--- config.mk ---
export PLATFORM = sky130hd
export DESIGN_NAME = phase_capture
export DESIGN_NICKNAME = d
export VERILOG_FILES = /design/src/rtl/phase_pkg.sv /design/src/rtl/phase_capture_edge_sync.sv /design/src/rtl/phase_capture.sv
export SDC_FILE = /design/constraint.sdc
export NUM_CORES = 1
export LEC_CHECK = 0
export CORE_ASPECT_RATIO = 1.4
export CORE_MARGIN = 10
export CORE_UTILIZATION = 25
export CTS_BUF_LIST = sky130_fd_sc_hd__clkbuf_16
export DETAILED_ROUTE_END_ITERATION = 10
export PLACE_DENSITY_LB_ADDON = 0.08
export RECOVER_POWER = 25
export SLEW_MARGIN = 20
export SYNTH_ARGS = -nofsm -noshare
export SYNTH_HDL_FRONTEND = slang
export SYNTH_HIERARCHICAL = 1
export SYNTH_SLANG_ARGS = --single-unit
export TNS_END_PERCENT = 1
--- constraint.sdc ---
create_clock -name clk -period 2.2 [get_ports clk]
set_clock_uncertainty 0.1 [all_clocks]
set_input_delay 0.44 -clock clk [delete_from_list [all_inputs] [get_ports clk]]
set_output_delay 0.44 -clock clk [all_outputs]
set_load 0.005 [all_outputs]
--- src/rtl/phase_pkg.sv ---
// Shared types and constants for the phase_capture block.
// Optional feature macro: PHASE_AVG_EN (4-entry averaging of captures).
package phase_pkg;

   typedef enum logic [1:0] {
      IDLE  = 2'd0,
      ARM   = 2'd1,
      COUNT = 2'd2
   } phase_state_e;

   localparam int unsigned PHASE_W_DEF = 12;
   localparam int unsigned AVG_DEPTH   = 4;
   localparam int unsigned AVG_IDX_W   = 2;

endpackage : phase_pkg

--- src/rtl/phase_capture_edge_sync.sv ---
// Multi-stage synchroniser for an asynchronous input followed by a
// rising-edge detector; the pulse is one clk wide.
module edge_sync
   import phase_pkg::*;
#(
   parameter int unsigned STAGES = 2
) (
   input  logic clk,
   input  logic reset_n,
   input  logic async_i,
   output logic rise_o
);

   logic [STAGES-1:0] sync_q;
   logic              prev_q;

   // synchroniser chain plus one history register for edge detection
   always_ff @(posedge clk) begin
      if (!reset_n) begin
         sync_q <= '0;
         prev_q <= 1'b0;
      end else begin
         sync_q <= {sync_q[STAGES-2:0], async_i};
         prev_q <= sync_q[STAGES-1];
      end
   end

   assign rise_o = sync_q[STAGES-1] & ~prev_q;

endmodule : edge_sync

--- src/rtl/phase_capture.sv ---
// Measures clk cycles from a reference rising edge to the next sensor rising edge.
// Optional macro PHASE_AVG_EN: phase_out becomes the mean of the last 4 captures.
module phase_capture
   import phase_pkg::*;
#(
   parameter int unsigned PHASE_W     = PHASE_W_DEF,
   parameter int unsigned SYNC_STAGES = 2
) (
   input  logic               clk,
   input  logic               reset_n,
   input  logic               enable,
   input  logic               ref_in,
   input  logic               sig_in,
   output logic [PHASE_W-1:0] phase_out,
   output logic               phase_valid,
   output logic               overflow
);

   localparam logic [PHASE_W-1:0] CNT_MAX = '1;
   localparam logic [PHASE_W-1:0] CNT_ONE = {{(PHASE_W-1){1'b0}}, 1'b1};

   logic               ref_rise_s;
   logic               sig_rise_s;
   phase_state_e       state_q, state_d;
   logic [PHASE_W-1:0] cnt_q, cnt_d;
   logic               cap_s;
   logic               sat_s;
   logic [PHASE_W-1:0] cap_val_s;
   logic [PHASE_W-1:0] result_s;
   logic [PHASE_W-1:0] phase_q;
   logic               valid_q;
   logic               ovf_q;

   edge_sync #(.STAGES(SYNC_STAGES)) u_ref_sync (
      .clk     (clk),
      .reset_n (reset_n),
      .async_i (ref_in),
      .rise_o  (ref_rise_s)
   );

   edge_sync #(.STAGES(SYNC_STAGES)) u_sig_sync (
      .clk     (clk),
      .reset_n (reset_n),
      .async_i (sig_in),
      .rise_o  (sig_rise_s)
   );

   // FSM state and interval counter
   always_ff @(posedge clk) begin
      if (!reset_n) begin
         state_q <= IDLE;
         cnt_q   <= '0;
      end else begin
         state_q <= state_d;
         cnt_q   <= cnt_d;
      end
   end

   // next state, counter and capture decision
   always_comb begin
      state_d   = state_q;
      cnt_d     = cnt_q;
      cap_s     = 1'b0;
      sat_s     = 1'b0;
      cap_val_s = '0;
      if (!enable) begin
         state_d = IDLE;
         cnt_d   = '0;
      end else begin
         case (state_q)
            IDLE: begin
               state_d = ARM;
               cnt_d   = '0;
            end
            ARM: begin
               if (ref_rise_s && sig_rise_s) begin
                  cap_s     = 1'b1;
                  cap_val_s = '0;
               end else if (ref_rise_s) begin
                  state_d = COUNT;
                  cnt_d   = CNT_ONE;
               end else begin
                  state_d = ARM;
               end
            end
            COUNT: begin
               // a sensor edge wins over saturation and over a new reference edge
               if (sig_rise_s || (cnt_q == CNT_MAX)) begin
                  cap_s     = 1'b1;
                  cap_val_s = cnt_q;
                  sat_s     = ~sig_rise_s;
                  if (ref_rise_s) begin
                     cnt_d = CNT_ONE;
                  end else begin
                     state_d = ARM;
                     cnt_d   = '0;
                  end
               end else if (ref_rise_s) begin
                  cnt_d = CNT_ONE;
               end else begin
                  cnt_d = cnt_q + CNT_ONE;
               end
            end
            default: begin
               state_d = IDLE;
               cnt_d   = '0;
            end
         endcase
      end
   end

`ifdef PHASE_AVG_EN
   logic [PHASE_W-1:0]   hist_q [AVG_DEPTH];
   logic [AVG_IDX_W-1:0] idx_q;
   logic [PHASE_W+1:0]   sum_q, sum_d;

   // running sum: drop the oldest entry, add the new capture
   always_comb begin
      sum_d    = sum_q - {2'b00, hist_q[idx_q]} + {2'b00, cap_val_s};
      result_s = sum_d[PHASE_W+1:2];
   end

   // history ring; cleared on reset and whenever the block is disabled
   always_ff @(posedge clk) begin
      if (!reset_n || !enable) begin
         for (int i = 0; i < int'(AVG_DEPTH); i++) begin
            hist_q[i] <= '0;
         end
         idx_q <= '0;
         sum_q <= '0;
      end else if (cap_s) begin
         hist_q[idx_q] <= cap_val_s;
         idx_q         <= idx_q + {{(AVG_IDX_W-1){1'b0}}, 1'b1};
         sum_q         <= sum_d;
      end else begin
         sum_q <= sum_q;
      end
   end
`else
   assign result_s = cap_val_s;
`endif

   // output registers; phase_out only changes on a capture
   always_ff @(posedge clk) begin
      if (!reset_n) begin
         phase_q <= '0;
         valid_q <= 1'b0;
         ovf_q   <= 1'b0;
      end else begin
         valid_q <= cap_s;
         if (cap_s) begin
            phase_q <= result_s;
            ovf_q   <= sat_s;
         end else begin
            phase_q <= phase_q;
            ovf_q   <= ovf_q;
         end
      end
   end

   assign phase_out   = phase_q;
   assign phase_valid = valid_q;
   assign overflow    = ovf_q;

endmodule : phase_capture

Word level (Yosys, flattened, before mapping)
Index checks and enable logic that the tools add are counted.
{ "classes": {"n_lt_le_gt_ge": 0, "muxes": 21, "shift": 0, "add_sub_neg": 1, "eq_ne": 7, "div": 0, "n_reduce_logical": 6, "bitwise_logic": 5, "mul": 0} }
{ "ops": {"columns": ["cell", "count"], "rows": [
  ["$mux W12", 7],
  ["$pmux W12 S2", 1],
  ["$add A12 B1 Y12 const B", 1],
  ["$eq A12 B12 Y1 const B", 1],
  ["$mux W2", 4],
  ["$ne A2 B2 Y1 const B", 4],
  ["$mux W1", 7],
  ["$pmux W2 S3", 1],
  ["$reduce_and A2 Y1", 2],
  ["$not A1 Y1", 3],
  ["$reduce_and A3 Y1", 1],
  ["$and A1 B1 Y1", 2],
  ["$eq A2 B1 Y1 const B", 1],
  ["$eq A2 B2 Y1 const B", 1],
  ["$logic_not A2 Y1", 1],
  ["$pmux W1 S2", 1],
  ["$logic_and A1 B1 Y1", 1],
  ["$logic_or A1 B1 Y1", 1]
]} }
{ "word_totals": {"mem_bits_rw": 0, "out_inout_bits": 14, "n_memories": 0, "elab_cells": 49, "register_bits": 34, "latchBits": 0, "input_bits": 5, "rom_bits": 0} }

Logic depth before layout (Yosys ltp)
Gate-level depths: netlist of the first run.
{ "logic_depth": {"ltp_word": 6, "ltp_mapped": 7, "mapped_depth_nobuf": 6} }

Hierarchy
The synthesis of the first run kept the hierarchy.
{ "modules_own_cells": {"columns": ["module", "cells_per_inst", "instances", "area_each_um2", "seq_area_each_um2"], "rows": [
  ["phase_capture", 159, 1, 1466.4, 560.5],
  ["edge_sync", 7, 2, 92.6, 60.1]
]} }

Worst setup path after synthesis of the first run
Ideal clock, no wire load.
{ "synth_path": {"path_type": "register to register", "from": "reg state_q[0]", "to": "reg cnt_q[7]", "arrival_ns": 1.817, "setup_time_ns": 0.074, "n_path_buf": 0, "required_time_ns": 2.026, "setup_slack_ns": 0.209, "path_stages_with_launch": 7, "synth_period_minus_slack_ns": 1.991, "path_cell_list": "dfxtp_1 -> inv_1 -> ha_1 -> nand4bb_2 -> a41oi_2 -> or4b_1 -> a31oi_1"} }
{ "synth_via": {"elab_chain_len": 3, "elab_cells_between_ends": 6, "cone_classes": "4 x eq/ne; 1 x mux; 1 x reduce/logical"} }
{ "synth_rtl": {"columns": ["element", "line", "rtl"], "rows": [
  ["start: declaration", "phase_capture.sv:24", "phase_state_e state_q, state_d;"],
  ["start signal: assignment", "phase_capture.sv:54", "state_q <= state_d;"],
  ["$eq A2 B1 Y1", "phase_capture.sv:70", "case (state_q)"],
  ["$ne A2 B2 Y1 (no line)", null, null],
  ["$reduce_and A2 Y1 (no line)", null, null],
  ["end signal: assignment", "phase_capture.sv:55", "cnt_q <= cnt_d;"],
  ["end: declaration", "phase_capture.sv:25", "logic [PHASE_W-1:0] cnt_q, cnt_d;"]
]} }
Parallel ways exist; a longest one is shown, timed or not.
A chain may end at the register's enable or synchronous reset.

Worst setup path in the final report of the first run
Ends and elaborated chain as after synthesis.

==> results of run 1 <==
## layer usage
| layer | up-vias | GRT usage, % | share of wire (%) |
|---|---|---|---|
| met5 | - | 0 | 0 |
| met4 | 0 | 4.43 | 2.6 |
| met3 | 8 | 2.51 | 4.8 |
| met2 | 28 | 14.7 | 48 |
| met1 | 677 | 9.24 | 44 |
| li1 | 710 | - | - |
## metrics by stage
| stage | cell area (µm²) | worst slack [ps] | hold slack (ps) | utilization, % |
|---|---|---|---|---|
| 4_1_cts | 2120 | 178 | 338 | 32.5 |
| 3_3_place_gp | 1980 | 181 | 317 | 30.3 |
| 6_report | 2120 | 198 | 336 | 32.5 |
| 5_1_grt | 2120 | 56.3 | 358 | 32.5 |
| 3_5_place_dp | 1980 | 109 | 325 | 30.3 |
| 2_1_floorplan | 1650 | 209 | 306 | - |
## Yosys cell counts (all sizes together), types with 2 or more instances
cell    instances
a211oi          2
a21oi          10
a22o           12
a31oi           4
a32oi           3
a41oi           2
and2            9
and3            2
and4            2
buf             5
clkbuf          4
dfxtp          34
ha              5
inv             6
mux2i           2
nand2          15
nand2b          3
nand3          13
nand3b          2
nand4           5
nand4b          2
nor2            3
nor2b           2
o21a            2
o21ai           6
o22ai           2
or4             4
## kinds of logic after synthesis
family / Yosys count
mux: 2
fa+ha+maj: 5
simple gates: 70
flops: 34
xor+xnor: 1
buf+inv: 15
compound gates: 46
## cell type report
class                      count  area, µm²  area share (%)
clock inverter                 3       16.3           0.767
timing repair buffer          32        285            13.5
tap                           74       92.6            4.37
inverter                       6       22.5            1.06
clock buffer                   5        125            5.90
multi-input combinational    124        898            42.4
sequential                    34        681            32.1
## power breakdown
part,leakage [nW],switching (mW),internal (mW)
combinational,0.403,0.0380,0.0287
clock,0.0672,0.259,0.413
sequential,0.275,0.00306,0.622
total,0.745,0.300,1.06
## sequential cells by signal, indices dropped and copies added, names as in the netlist
register           count
cnt_q                 12
phase_out             12
state_q                2
u_ref_sync/sync_q      2
u_sig_sync/sync_q      2
overflow               1
phase_valid            1
u_ref_sync/prev_q      1
u_sig_sync/prev_q      1
## worst paths after layout
check / startpoint / end / slack (ps)
worst max-delay path: state_q[0] / cnt_q[7] / 200
worst min-delay path: u_ref_sync/sync_q[0] / u_ref_sync/sync_q[1] / 340
worst max register to register: state_q[0] / cnt_q[7] / 200
worst min register to register: u_ref_sync/sync_q[0] / u_ref_sync/sync_q[1] / 340
## critical path, cell delays in order (launching register included)
cell       delay (ps)
dfxtp_1           380
inv_1              90
ha_1              400
nand4bb_2         150
a41oi_2           210
or4b_1            450
a31oi_1           160
==> metrics.md, run 1 <==
| Metric | Value |
|---|---|
| I/O pin cnt | `19` |
| Post-route ant nets | `0` |
| Clk slew on worst S/H paths | `50 ps` |
| Total power divided by cell area | `643 mW/mm²` |
| Post-Syn Area per Cell | `9.55 µm²` |
| Die Area | `0.0103 mm²` |
| Leak pwr | `0.745 nW` |
| Final Hold Fails | `0` |
| Area Growth Syn to Fin | `28.4%` |
| Fin. max-slew vios | `0` |
| CTS buffer count | `5` |
| Std cell rows | `35` |
| Synth Area in Compound Gates | `21.2%` |
| Commonest cells after routing, fill and taps aside | `dfxtp_1 (34), nand2_1 (15), buf_4 (14), nand3_1 (13), clkdlybuf4s50_1 (11)` |
| Hpwl dp | `3.24 mm` |
| Post-CTS Setup Repair Bufs | `0` |
| Final WL | `4.30 mm` |
| Syn Nets | `183` |
| Fill cell count | `665` |
| R2R depth | `6` |
| CTS root buf | `clkbuf_16` |
| Post-Synth Simple-Gate Area | `27.7%` |
| First-pass GRT wire length | `6.94 mm` |
| Post-synth ARST share | `0%` |
| Largest net degree at the start of global routing | `13` |
| Max-slew headroom at the worst pin | `73.9%` |
| Synth top area cells | `dfxtp_1 (41%), a22o_1 (5.3%), nand3_1 (3.9%), ha_1 (3.8%), and2_1 (3.4%)` |
| Kind of critical path | `reg -> reg` |
| Remaining Overflow, GRT | `0` |
| Synth cell types | `46` |
| Dominant synthesized flop cell | `dfxtp_1` |
| Global Route Usage Sum | `8.58%` |
| Antenna diodes | `0` |
| Post-Layout Cell Count | `278` |
| VDD IR max | `0.000257 V` |
| Post-CTS sizing | `0` |
| XOR/XNOR Fraction of Synth Area | `0.530%` |
| Multiplexer share of the synthesized area | `1.21%` |
| Largest family of logic cells by synthesized area | `simple AND/OR/NAND/NOR gates` |
| Core Footprint | `0.00653 mm²` |
| CTS tree | `done` |
| Worst-Skew Late Latency | `280 ps` |
| PortBufs | `18` |
| Worst Setup End Kind | `register` |
| Setup_tns | `0 ps` |
| Hold Path Class | `reg -> reg` |
| Worst path required time | `2300 ps` |
| Cells after Synth | `173` |
| Initial core utilization | `25.3%` |
| Final Setup Violations | `0` |
| Layout cells sized above 1 | `17.6%` |
| Detailed-route DRC error count | `0` |
| Startpoint types | `register` |
| Sinks on Clock Net | `34` |
| Crit path DAT | `2110 ps` |
| RSZ-0062 raised after global routing | `no` |
| # Max-Cap Violations | `0` |
| CTS HTree Levels | `2` |
| Hold Path Cell Cnt | `1` |
| CTS Hold Bufs | `0` |
| Drt first-iter violations | `82` |
| Synth Cell Area | `0.00165 mm²` |
| Sequential-to-total area share from yosys stat | `41.2%` |
| Inst Count DP | `270` |
| Crit share post-route | `91.0%` |
| Peak Freq | `499 MHz` |
| Clock buffer depth | `2` |
| Most common cell after layout, fill and taps aside | `dfxtp_1` |
| Die W | `88.7 µm` |
| Final net count | `213` |
| Synth warn | `6` |
| Via/cell ratio | `5.12` |
| Synth top area share | `41.2%` |
| Initial antenna violation count | `0` |
| Detailed Routing Iterations Pass 1 | `4` |
| Adder-Cell Fraction of Synth Area | `3.79%` |
| Via count | `1,423` |
| Vias in the first global route | `1,430` |
| Die span in y | `116 µm` |
| Number of synthesized flops with an enable pin | `0` |
| Status | `finished clean` |
| Fin crit period | `2000 ps` |
| Cell taking the most area after synthesis | `dfxtp_1` |
| Critical path peak fanout | `5` |
| Placer Congestion | `0.826` |
| Yosys reg bits | `34` |
| Slew @ Worst Pin | `382 ps` |
| WL/cell | `15.5 µm` |
| Tot Pwr | `1.36 mW` |
Power figures use the tool's default switching activity.
==> run 2: changes to the inputs <==
--- a/config.mk
+++ b/config.mk
@@ -10,6 +10,7 @@
 export CORE_UTILIZATION = 25
 export CTS_BUF_LIST = sky130_fd_sc_hd__clkbuf_16
 export DETAILED_ROUTE_END_ITERATION = 10
+export GPL_ROUTABILITY_DRIVEN = 0
 export PLACE_DENSITY_LB_ADDON = 0.08
 export RECOVER_POWER = 25
 export SLEW_MARGIN = 20
==> constraint.sdc (replaced) <==
create_clock -name clk -period 2.2 [get_ports clk]
set_clock_uncertainty 0.1 [all_clocks]
set_input_delay 0.44 -clock clk [delete_from_list [all_inputs] [get_ports clk]]
set_output_delay 0.44 -clock clk [all_outputs]
set_load 0.1 [all_outputs]
==> run 2 against run 1 <==
Effect of this change:
- design area fell by 2.2%
- wire length fell by 1.1%
- sequential power barely moved
- largest cell class unchanged
- highest routed layer unchanged
==> metrics.md, run 2 (synthesis results as in run 1) <==
| Metric | Value |
|---|---|
| Peak Freq | `502 MHz` |
| I/O pin cnt | `19` |
| Via count | `1,417` |
| CTS buffer count | `5` |
| Total power divided by cell area | `656 mW/mm²` |
| Die span in y | `116 µm` |
| Worst path required time | `2300 ps` |
| Post-CTS Setup Repair Bufs | `0` |
| Max incr delay on CP | `460 ps` |
| Leak pwr | `0.746 nW` |
| Max-slew headroom at the worst pin | `63.7%` |
| Die W | `88.7 µm` |
| Clk slew on worst S/H paths | `50 ps` |
| Status | `finished clean` |
| Pre-CTS WS | `106 ps` |
| Drt first-iter violations | `93` |
| Sinks on Clock Net | `34` |
| Crit share post-route | `90.5%` |
| RSZ-0062 raised after global routing | `no` |
| Uppermost routed layer | `met4` |
| Startpoint types | `register` |
| Initial core utilization | `25.3%` |
| Critical-path top delay cell | `or4b_1` |
| WL/cell | `15.3 µm` |
| Met3 routed WL | `232 µm` |
| Most common cell after layout, fill and taps aside | `dfxtp_1` |
| Clock buffer depth | `2` |
| CTS tree | `done` |
| PortBufs | `18` |
| Std cell rows | `35` |
| Setup_tns | `0 ps` |
| Crit path DAT | `2090 ps` |
| Via/cell ratio | `5.10` |
| Final WL | `4.25 mm` |
| Post-Layout Cell Count | `278` |
| Hpwl dp | `3.28 mm` |
| Slew @ Worst Pin | `546 ps` |
| Hold Path Class | `reg -> reg` |
| Worst-Skew Late Latency | `280 ps` |
| Fin. max-slew vios | `0` |
| Fin crit period | `1990 ps` |
| VDD IR max | `0.000293 V` |
| CTS HTree Levels | `2` |
| First-pass GRT wire length | `7.09 mm` |
| Die Area | `0.0103 mm²` |
| Metal2 WL | `2.07 mm` |
| Inst Count DP | `270` |
| Core Footprint | `0.00653 mm²` |
| Worst Setup End Kind | `register` |
| Antenna diodes | `0` |
| Detailed Routing Iterations Pass 1 | `4` |
| Fill cell count | `681` |
| Final core occ | `31.8%` |
| Largest net degree at the start of global routing | `13` |
| Metal-1 WL | `1.81 mm` |
| Critical path peak fanout | `5` |
| Initial antenna violation count | `0` |
| Final Setup Violations | `0` |
| Crit-path cells | `inv_1 > ha_2 > nand4bb_2 > a41oi_2 > or4b_1 > a31oi_1` |
| Commonest cells after routing, fill and taps aside | `dfxtp_1 (34), buf_4 (22), nand2_1 (15), nand3_1 (13)` |
| PnR worst setup slack | `210 ps` |
| Remaining Overflow, GRT | `0` |
| Final Hold Fails | `0` |
| Post-route ant nets | `0` |
| CTS root buf | `clkbuf_16` |
| Kind of critical path | `reg -> reg` |
| Tot Pwr | `1.36 mW` |
| Vias in the first global route | `1,469` |
| Detailed-route DRC error count | `0` |
| Global Route Usage Sum | `8.72%` |
| Area Growth Syn to Fin | `25.5%` |
| Layout cells sized above 1 | `25.0%` |
| Final net count | `213` |
| # Max-Cap Violations | `0` |
-- run 2: cell count changes in the layout (fill, tap and decap cells not counted), sizes merged --
cell,change
dlygate4sd3,-6
buf,+8
clkdlybuf4s50,-8
clkbuf,+6
-- run 2: metal layers --
metal | track usage (%) | vias to the layer above
met1 | 9.55 | 660
met5 | 0 | -
li1 | - | 712
met2 | 14.5 | 34
met3 | 2.58 | 11
met4 | 4.97 | 0
-- run 2: what timing repair did --
action	in CTS	in global routing
gates resized for setup	0	1
hold buffers	0	0
endpoints found under the setup margin	0	1
-- run 2: through the flow --
step | hold slack [ps] | cell area [µm²]
6_report | 331 | 2070
5_1_grt | 364 | 2070
4_1_cts | 336 | 2090
3_5_place_dp | 321 | 1940
3_3_place_gp | 317 | 1940
2_1_floorplan | 306 | 1650
-- run 2: layout make-up --
type	instances	area, µm²	area share (%)
clock buffer	5	125	6.03
clock inverter	3	16.3	0.785
inverter	6	22.5	1.09
multi-input combinational	124	901	43.5
sequential	34	681	32.8
tap	74	92.6	4.47
timing repair buffer	32	235	11.3
-- run 2: power by group --
part / switching [mW] / internal, mW / leakage [nW] / total, mW
clock: 0.256 / 0.412 / 0.0672 / 0.669
sequential: 0.00298 / 0.622 / 0.275 / 0.625
combinational: 0.0365 / 0.0290 / 0.404 / 0.0655
total: 0.296 / 1.06 / 0.746 / 1.36
-- run 2: worst paths after layout --
| path | start | to | slack, ps | cells past startpoint |
|---|---|---|---|---|
| max | state_q[1] | cnt_q[7] | 210 | 6 |
| min | u_ref_sync/sync_q[0] | u_ref_sync/sync_q[1] | 330 | 1 |
| max reg2reg | state_q[1] | cnt_q[7] | 210 | 6 |
| min reg2reg | u_ref_sync/sync_q[0] | u_ref_sync/sync_q[1] | 330 | 1 |
-- run 2: critical path, delay by kind of cell (launching register included) --
family	cells	cell delay (ps)
AO/OA/AOI/OAI	2	380
AND/OR/NAND/NOR	2	600
adder cells (fa/ha/maj)	1	390
flip-flops	1	370
buffers and inverters	1	90
